[config.mk]
export PLATFORM = sky130hd
export DESIGN_NAME = ps2_host_tx
export DESIGN_NICKNAME = d
export VERILOG_FILES = /design/src/rtl/ps2_host_tx_pkg.sv /design/src/rtl/ps2_host_tx_line_sync.sv /design/src/rtl/ps2_host_tx.sv
export SDC_FILE = /design/constraint.sdc
export NUM_CORES = 1
export LEC_CHECK = 0
export ABC_AREA = 1
export ABC_CLOCK_PERIOD_IN_PS = 3330
export CORE_UTILIZATION = 65
export CTS_CLUSTER_DIAMETER = 40
export DETAILED_ROUTE_END_ITERATION = 10
export DONT_BUFFER_PORTS = 1
export PLACE_DENSITY = 0.79
export SYNTH_ARGS = -nofsm -noshare
export SYNTH_HDL_FRONTEND = slang
export SYNTH_HIERARCHICAL = 1
export SYNTH_SLANG_ARGS = --single-unit
[constraint.sdc]
create_clock -name cclk -period 3.33 [get_ports cclk]
set_clock_uncertainty 0.2 [all_clocks]
set_input_delay 0.4995 -clock cclk [delete_from_list [all_inputs] [get_ports cclk]]
set_output_delay 0.4995 -clock cclk [all_outputs]
set_load 0.005 [all_outputs]
[src/rtl/ps2_host_tx_pkg.sv]
// Shared definitions for the PS/2 host transmit path: SPAM widths and device id,
// controller state encoding, status word layout and default timing.
package ps2_host_tx_pkg;

  localparam int unsigned SPAM_DID_HI  = 3;
  localparam int unsigned SPAM_ADDR_HI = 23;
  localparam int unsigned SPAM_DATA_HI = 31;
  localparam logic [SPAM_DID_HI:0] SPAM_DID_KBDCTL = 4'h5;

  localparam int unsigned DEF_INHIBIT_CYCLES = 5000;
  localparam int unsigned DEF_TIMEOUT_CYCLES = 500000;

  typedef enum logic [2:0] {
    S_IDLE, S_INHIBIT, S_REQ, S_SEND, S_ACK, S_RELEASE
  } state_t;

  // Status word as seen by a SPAM read; field order fixes the bit positions.
  typedef struct packed {
    logic [15:0] rsvd_hi;
    logic [7:0]  cmd;
    logic [1:0]  retry;
    logic        rsvd5;
    logic        overrun;
    logic        timeout;
    logic        nak;
    logic        ok;
    logic        busy;
  } status_t;

  // Frame bit n after the start bit: data LSB first, odd parity, then stop.
  function automatic logic frame_bit(input logic [7:0] cmd, input logic [3:0] n);
    if (n < 4'd8)       return cmd[n[2:0]];
    else if (n == 4'd8) return ~^cmd;
    else                return 1'b1;
  endfunction

endpackage

[src/rtl/ps2_host_tx_line_sync.sv]
// Two-flop synchronizers for the PS/2 clock and data pads plus ps2clk falling-edge
// detection; shared with the keyboard receiver.
module ps2_line_sync (
  input  logic cclk,
  input  logic cclk_rst_b,
  input  logic ps2clk_in,
  input  logic ps2data_in,
  output logic clk_s,
  output logic data_s,
  output logic clk_fall_c
);

  logic [1:0] clk_q;
  logic [1:0] data_q;
  logic       clk_prev;

  // Idle bus level is high, so reset to 1 to avoid a spurious edge.
  always_ff @(posedge cclk or negedge cclk_rst_b) begin
    if (!cclk_rst_b) begin
      clk_q    <= 2'b11;
      data_q   <= 2'b11;
      clk_prev <= 1'b1;
    end else begin
      clk_q    <= {clk_q[0], ps2clk_in};
      data_q   <= {data_q[0], ps2data_in};
      clk_prev <= clk_q[1];
    end
  end

  assign clk_s      = clk_q[1];
  assign data_s     = data_q[1];
  assign clk_fall_c = clk_prev & ~clk_q[1];

endmodule

[src/rtl/ps2_host_tx.sv]
// PS/2 host-to-device command transmitter with SPAM command/status access.
// Define PS2_TX_RETRY_EN to retry NAKed or timed-out transfers up to 3 times.
module ps2_host_tx
  import ps2_host_tx_pkg::*;
#(
  parameter logic [SPAM_ADDR_HI:0] SPAM_ADDRPFX   = 24'h000000,
  parameter logic [SPAM_ADDR_HI:0] SPAM_ADDRMASK  = 24'h000000,
  parameter int unsigned           INHIBIT_CYCLES = DEF_INHIBIT_CYCLES,
  parameter int unsigned           TIMEOUT_CYCLES = DEF_TIMEOUT_CYCLES
) (
  input  logic                    cclk,
  input  logic                    cclk_rst_b,
  input  logic                    ps2clk_in,
  input  logic                    ps2data_in,
  output logic                    ps2clk_oe,
  output logic                    ps2data_oe,
  output logic                    rx_inhibit,
  input  logic                    spamo_valid,
  input  logic                    spamo_r_nw,
  input  logic [SPAM_DID_HI:0]    spamo_did,
  input  logic [SPAM_ADDR_HI:0]   spamo_addr,
  input  logic [SPAM_DATA_HI:0]   spamo_data,
  output logic                    ps2tx__spami_busy_b,
  output logic [SPAM_DATA_HI:0]   ps2tx__spami_data
);

  localparam int unsigned CNT_MAX = (INHIBIT_CYCLES > TIMEOUT_CYCLES) ? INHIBIT_CYCLES
                                                                      : TIMEOUT_CYCLES;
  localparam int unsigned CNT_W   = $clog2(CNT_MAX + 1);

  state_t             state;
  logic [CNT_W-1:0]   cnt;
  logic [3:0]         bit_idx;
  logic [7:0]         cmd;
  logic               st_ok, st_nak, st_to, st_ov;
  logic [1:0]         retry;
  logic               nak_retry;
  logic               clk_s, data_s, clk_fall_c;
  logic               decode_c, wr_c, rd_c;
  logic               progress_c, give_up_c, retry_ok_c;
  status_t            status_c;
  logic               unused_spam_data;

  ps2_line_sync u_sync (
    .cclk       (cclk),
    .cclk_rst_b (cclk_rst_b),
    .ps2clk_in  (ps2clk_in),
    .ps2data_in (ps2data_in),
    .clk_s      (clk_s),
    .data_s     (data_s),
    .clk_fall_c (clk_fall_c)
  );

`ifdef PS2_TX_RETRY_EN
  localparam logic [1:0] MAX_RETRIES = 2'd3;
  assign retry_ok_c = (retry != MAX_RETRIES);
`else
  assign retry_ok_c = 1'b0;
`endif

  assign decode_c = spamo_valid && (spamo_did == SPAM_DID_KBDCTL) &&
                    ((spamo_addr & SPAM_ADDRMASK) == SPAM_ADDRPFX);
  assign wr_c     = decode_c & ~spamo_r_nw;
  assign rd_c     = decode_c &  spamo_r_nw;
  assign unused_spam_data = ^spamo_data[SPAM_DATA_HI:8];

  // A wait is satisfied by a device edge, or by both lines idle while releasing.
  assign progress_c = (state == S_RELEASE) ? (clk_s & data_s) : clk_fall_c;
  assign give_up_c  = (cnt == CNT_W'(TIMEOUT_CYCLES - 1)) && !progress_c &&
                      (state == S_SEND || state == S_ACK || state == S_RELEASE);

  always_comb begin
    status_c         = '0;
    status_c.busy    = (state != S_IDLE);
    status_c.ok      = st_ok;
    status_c.nak     = st_nak;
    status_c.timeout = st_to;
    status_c.overrun = st_ov;
    status_c.retry   = retry;
    status_c.cmd     = cmd;
  end

  always_ff @(posedge cclk or negedge cclk_rst_b) begin
    if (!cclk_rst_b) begin
      state               <= S_IDLE;
      cnt                 <= '0;
      bit_idx             <= '0;
      cmd                 <= '0;
      st_ok               <= 1'b0;
      st_nak              <= 1'b0;
      st_to               <= 1'b0;
      st_ov               <= 1'b0;
      retry               <= '0;
      nak_retry           <= 1'b0;
      ps2clk_oe           <= 1'b0;
      ps2data_oe          <= 1'b0;
      rx_inhibit          <= 1'b0;
      ps2tx__spami_busy_b <= 1'b0;
      ps2tx__spami_data   <= '0;
    end else begin
      ps2tx__spami_busy_b <= decode_c;
      ps2tx__spami_data   <= rd_c ? status_c : '0;
      cnt                 <= cnt + 1'b1;

      // Read-clear comes first so same-cycle events below survive it.
      if (rd_c) begin
        st_ok  <= 1'b0;
        st_nak <= 1'b0;
        st_to  <= 1'b0;
        st_ov  <= 1'b0;
      end
      if (wr_c && state != S_IDLE) st_ov <= 1'b1;

      case (state)
        S_IDLE: begin
          ps2clk_oe  <= 1'b0;
          ps2data_oe <= 1'b0;
          rx_inhibit <= 1'b0;
          if (wr_c) begin
            cmd        <= spamo_data[7:0];
            st_ok      <= 1'b0;
            st_nak     <= 1'b0;
            st_to      <= 1'b0;
            retry      <= '0;
            nak_retry  <= 1'b0;
            cnt        <= '0;
            state      <= S_INHIBIT;
            ps2clk_oe  <= 1'b1;
            rx_inhibit <= 1'b1;
          end
        end
        S_INHIBIT: begin
          if (cnt == CNT_W'(INHIBIT_CYCLES - 1)) begin
            cnt        <= '0;
            state      <= S_REQ;
            ps2clk_oe  <= 1'b0;
            ps2data_oe <= 1'b1;
          end
        end
        S_REQ: begin
          cnt     <= '0;
          bit_idx <= '0;
          state   <= S_SEND;
        end
        S_SEND: begin
          if (clk_fall_c) begin
            cnt        <= '0;
            ps2data_oe <= ~frame_bit(cmd, bit_idx);
            if (bit_idx == 4'd9) state   <= S_ACK;
            else                 bit_idx <= bit_idx + 1'b1;
          end
        end
        S_ACK: begin
          if (clk_fall_c) begin
            cnt   <= '0;
            state <= S_RELEASE;
            if (!data_s)         st_ok     <= 1'b1;
            else if (retry_ok_c) nak_retry <= 1'b1;
            else                 st_nak    <= 1'b1;
          end
        end
        S_RELEASE: begin
          if (clk_s && data_s) begin
            cnt <= '0;
            if (nak_retry) begin
              nak_retry <= 1'b0;
              retry     <= retry + 2'd1;
              ps2clk_oe <= 1'b1;
              state     <= S_INHIBIT;
            end else begin
              state <= S_IDLE;
            end
          end
        end
        default: state <= S_IDLE;
      endcase

      // Device stopped answering: drop both lines, then retry or give up.
      if (give_up_c) begin
        cnt        <= '0;
        ps2data_oe <= 1'b0;
        nak_retry  <= 1'b0;
        if (retry_ok_c) begin
          retry     <= retry + 2'd1;
          ps2clk_oe <= 1'b1;
          state     <= S_INHIBIT;
        end else begin
          st_to     <= 1'b1;
          ps2clk_oe <= 1'b0;
          state     <= S_IDLE;
        end
      end
    end
  end

endmodule

==> run_summary.xml <==
<?xml version="1.0" encoding="UTF-8"?>
<metrics>
  <group name="run_status">
    <metric name="run_status" unit="">complete, no violations</metric>
  </group>
  <group name="sta">
    <metric name="finalSetupViolCount" unit="">0</metric>
    <metric name="finalCriticalPeriod" unit="ns">2.03</metric>
    <metric name="rsz_0062_raised_after_global_routing" unit="">false</metric>
    <metric name="fmaxAchievable" unit="MHz">493</metric>
    <metric name="fin_tns_setup" unit="ns">0</metric>
    <metric name="report.final.slew_viol_count" unit="">0</metric>
    <metric name="worstMarginPinSlew" unit="ns">0.584</metric>
    <metric name="timing_hold_violations_final" unit="">0</metric>
    <metric name="final.setup.worst_slack" unit="ns">1.30</metric>
    <metric name="timing.slew.headroom" unit="%">61.0</metric>
    <metric name="timing.final.crit_share" unit="%">61.0</metric>
  </group>
  <group name="routing">
    <metric name="detail_route.wirelength" unit="um">6500</metric>
    <metric name="wl_per_cell" unit="um">12.5</metric>
    <metric name="detailedRoute.firstPassIterationCount" unit="">6</metric>
    <metric name="met2_length" unit="um">2950</metric>
    <metric name="drt_iter0_drc" unit="">183</metric>
    <metric name="maxUsedRoutingLayer" unit="">met4</metric>
    <metric name="via_count" unit="">2692</metric>
    <metric name="drc" unit="">0</metric>
    <metric name="met3WireLength" unit="um">321</metric>
    <metric name="ant_nets" unit="">0</metric>
    <metric name="m1WireLength" unit="um">3130</metric>
    <metric name="vias_per_cell" unit="">5.18</metric>
  </group>
  <group name="layout">
    <metric name="layout_cell_share_with_drive_strength_beyond_1" unit="%">7.28</metric>
    <metric name="syn_to_final_growth" unit="%">8.42</metric>
    <metric name="fillerInstances" unit="">353</metric>
    <metric name="design.final.nets" unit="">518</metric>
    <metric name="layout_commonest_cell" unit="">sky130_fd_sc_hd__nand2_1</metric>
    <metric name="multi_input_area" unit="sq um">1430</metric>
    <metric name="layout.cells.most_common_list" unit="">sky130_fd_sc_hd__nand2_1 (113), sky130_fd_sc_hd__inv_1 (63), sky130_fd_sc_hd__nor2_1 (62)</metric>
    <metric name="seq_area" unit="sq um">1610</metric>
    <metric name="antennaDiodeCount" unit="">0</metric>
  </group>
  <group name="placement">
    <metric name="placement.setup.worst_slack" unit="ns">1.31</metric>
    <metric name="buffer_ports.inserted" unit="">0</metric>
    <metric name="placed_wire_length_estimate" unit="um">4530</metric>
    <metric name="gp_congestion" unit="">0.891</metric>
  </group>
  <group name="floorplan">
    <metric name="chipHeight" unit="um">73.9</metric>
    <metric name="chipWidth" unit="um">73.9</metric>
    <metric name="row_count" unit="">25</metric>
    <metric name="core" unit="sq um">4850</metric>
    <metric name="floorplan.io_pins" unit="">102</metric>
    <metric name="die_area" unit="sq um">5460</metric>
    <metric name="floorplan.initialDensity" unit="%">69.3</metric>
  </group>
  <group name="power">
    <metric name="power.density_cell_area" unit="nW/um^2">717</metric>
    <metric name="power.ir.vdd_worst" unit="uV">985</metric>
    <metric name="p_leak" unit="uW">0.00194</metric>
  </group>
  <group name="clock_tree">
    <metric name="cts_root_buf" unit="">sky130_fd_sc_hd__clkbuf_8</metric>
    <metric name="ctsResizeCount" unit="">0</metric>
    <metric name="clock_tree.buffer_depth" unit="">2</metric>
    <metric name="cts-buffers-inserted" unit="">9</metric>
    <metric name="clk_transition_reported_paths" unit="ns">0.08</metric>
    <metric name="insertion_delay" unit="ns">0.34</metric>
    <metric name="cts_setup_buffers" unit="">0</metric>
    <metric name="clock_sinks" unit="">64</metric>
    <metric name="tritoncts" unit="">done</metric>
    <metric name="h_tree_lvl_count" unit="">3</metric>
  </group>
  <group name="logic_synthesis">
    <metric name="ys_top_cells_by_area" unit="">sky130_fd_sc_hd__dfrtp_1 (44%), sky130_fd_sc_hd__nand2_1 (13%), sky130_fd_sc_hd__inv_1 (7.0%)</metric>
    <metric name="yosys.area.top_type_share" unit="%">43.9</metric>
    <metric name="warnings_synthesis" unit="">6</metric>
    <metric name="synth_sequential_area_ratio" unit="%">47.9</metric>
    <metric name="synth_area_per_cell" unit="sq um">7.71</metric>
    <metric name="number_of_synthesized_register_bits" unit="">64</metric>
    <metric name="yosysUniqueCellTypes" unit="">28</metric>
    <metric name="post_synth_instance_area" unit="sq um">3360</metric>
    <metric name="synth_top_cell_by_area" unit="">sky130_fd_sc_hd__dfrtp_1</metric>
    <metric name="netlist_instances" unit="">436</metric>
  </group>
  <group name="worst_hold_path">
    <metric name="timing.hold.worst_path_depth" unit="">2</metric>
    <metric name="min_delay_worst_endpoint" unit="">cmd[1]</metric>
    <metric name="hold_path_startpoint" unit="">spamo_data[1]</metric>
    <metric name="hold_path.class" unit="">in2reg</metric>
  </group>
  <group name="critical_path">
    <metric name="worstSetupEndpointType" unit="">flop</metric>
    <metric name="reg2reg_to" unit="">ps2clk_oe</metric>
    <metric name="setup.worst_path.class" unit="">reg2reg</metric>
    <metric name="crit_path_cell_trace" unit="">ha_1 -&gt; nand2_1 -&gt; nor2_1 -&gt; inv_1 -&gt; nor2_1 -&gt; nand2_1 -&gt; nand2_1 -&gt; nand2_1 -&gt; inv_1 -&gt; nand2_1 -&gt; nand2_1 -&gt; inv_1</metric>
    <metric name="cp_slowest_stage_delay" unit="ns">0.37</metric>
    <metric name="crit-reg2reg-launch" unit="">cnt[0]</metric>
    <metric name="crit_fanout" unit="">4</metric>
    <metric name="worst_setup_path_start_kind" unit="">flop</metric>
    <metric name="ff2ff_path_depth" unit="">12</metric>
    <metric name="crit_slowest_cell" unit="">sky130_fd_sc_hd__dfrtp_1</metric>
    <metric name="worstPathRequired" unit="ns">3.37</metric>
    <metric name="arrival" unit="ns">2.06</metric>
    <metric name="reg2reg_slack" unit="ns">1.30</metric>
    <metric name="crit_path_frequent_cell" unit="">sky130_fd_sc_hd__nand2_1</metric>
  </group>
  <group name="global_routing">
    <metric name="number_of_global_route_vias_before_repair" unit="">2504</metric>
    <metric name="pin_count_of_the_biggest_net_entering_global_routing" unit="">65</metric>
    <metric name="grt_overflow" unit="">0</metric>
    <metric name="grt.total_usage" unit="%">27.3</metric>
    <metric name="antenna_found_initial" unit="">0</metric>
    <metric name="grt_pass1_wl" unit="um">11000</metric>
  </group>
  <group name="flow_run">
    <metric name="drv.max_cap_violation_count" unit="">0</metric>
  </group>
</metrics>
==> registers in the layout, summed over array words and instances (netlist names) <==
signal,flops
cnt,19
st_to,1
st_ov,1
ps2tx__spami_data,15
cmd,8
st_ok,1
u_sync/data_q,2
retry,2
u_sync/clk_q,2
u_sync/clk_prev,1
ps2data_oe,1
rx_inhibit,1
ps2clk_oe,1
ps2tx__spami_busy_b,1
bit_idx,4
st_nak,1
state,3
==> how the worst max path moves through the flow <==
stage / slack (ns) / cells after the start / endpoint / from
2_1_floorplan: 1.59 / 12 / ps2clk_oe / cnt[0]
5_1_grt: 1.11 / 8 / cnt[3] / cnt[0]
3_5_place_dp: 1.31 / 9 / cnt[3] / spamo_did[3]
3_3_place_gp: 1.35 / 9 / cnt[1] / spamo_did[3]
6_report: 1.30 / 12 / ps2clk_oe / cnt[0]
4_1_cts: 1.31 / 12 / ps2clk_oe / cnt[0]
==> layer usage <==
metal,track usage [%],up-vias
met4,11.3,0
li1,-,1345
met1,37.7,1251
met2,42.3,87
met3,5.21,9
met5,0,-
==> logic make-up (layout without fill, tap and decap cells) <==
kind of cell | after synthesis | in the layout | synth area share, %
and+or+nand+nor | 241 | 241 | 31.0
buffers and inverters | 84 | 85 | 11.4
DFF | 64 | 64 | 47.9
AOI/OAI and AO/OA | 27 | 27 | 4.28
xor gates and xnor gates | 15 | 15 | 3.91
adders and majority gates | 4 | 4 | 1.49
other | 1 | 17 | 0.112
==> critical path: cells and delay by family (launching register included) <==
kind | cells | cell delay, ns
adders and majority gates | 1 | 0.19
buffers and inverters | 3 | 0.25
DFF | 1 | 0.37
and+or+nand+nor | 8 | 0.90
==> metrics by stage <==
| step | total power [uW] | util, % | area (sq um) | instances | hold slack, ns |
|---|---|---|---|---|---|
| after floorplan | 1690 | - | 3420 | 452 | 0.00391 |
| after global placement | 1820 | 69.4 | 3360 | 500 | 0.00502 |
| after detailed placement | 1850 | 69.4 | 3360 | 500 | 0.00517 |
| after CTS | 2620 | 75.1 | 3640 | 520 | 0.0688 |
| after global routing | 2800 | 75.1 | 3640 | 520 | 0.0830 |
| final | 2610 | 75.1 | 3640 | 520 | 0.0773 |
==> cells in the mapped netlist, drive strengths merged <==
cell / number
a21oi: 5
and3: 2
buf: 18
clkbuf: 1
conb: 1
dfrtp: 59
dfstp: 5
ha: 4
inv: 65
nand2: 114
nand3: 44
nand3b: 2
nand4: 5
nor2: 65
nor3: 8
o21a: 1
o21ai: 18
o22ai: 1
o31ai: 2
or2: 1
xnor2: 4
xor2: 11
==> power breakdown <==
part / internal, uW / leakage (uW) / switching [uW]
Combinational: 292 / 0.00100 / 530
Clock: 422 / 0.000113 / 314
Sequential: 910 / 0.000826 / 142
==> layout make-up <==
| cell class | count | share of cell area, % |
|---|---|---|
| inverters | 65 | 6.70 |
| well taps | 67 | 2.30 |
| repair buffers | 4 | 1.58 |
| clock inverters | 7 | 2.65 |
| multi-input cells | 304 | 39.2 |
| clock buffers | 9 | 3.40 |
| flip-flops and latches | 64 | 44.1 |
==> repair_timing <==
item	in CTS	in global routing
setup endpoints to repair	0	0
hold endpoints to repair	66	0
hold buffers	4	0
Power figures use the tool's default switching activity.
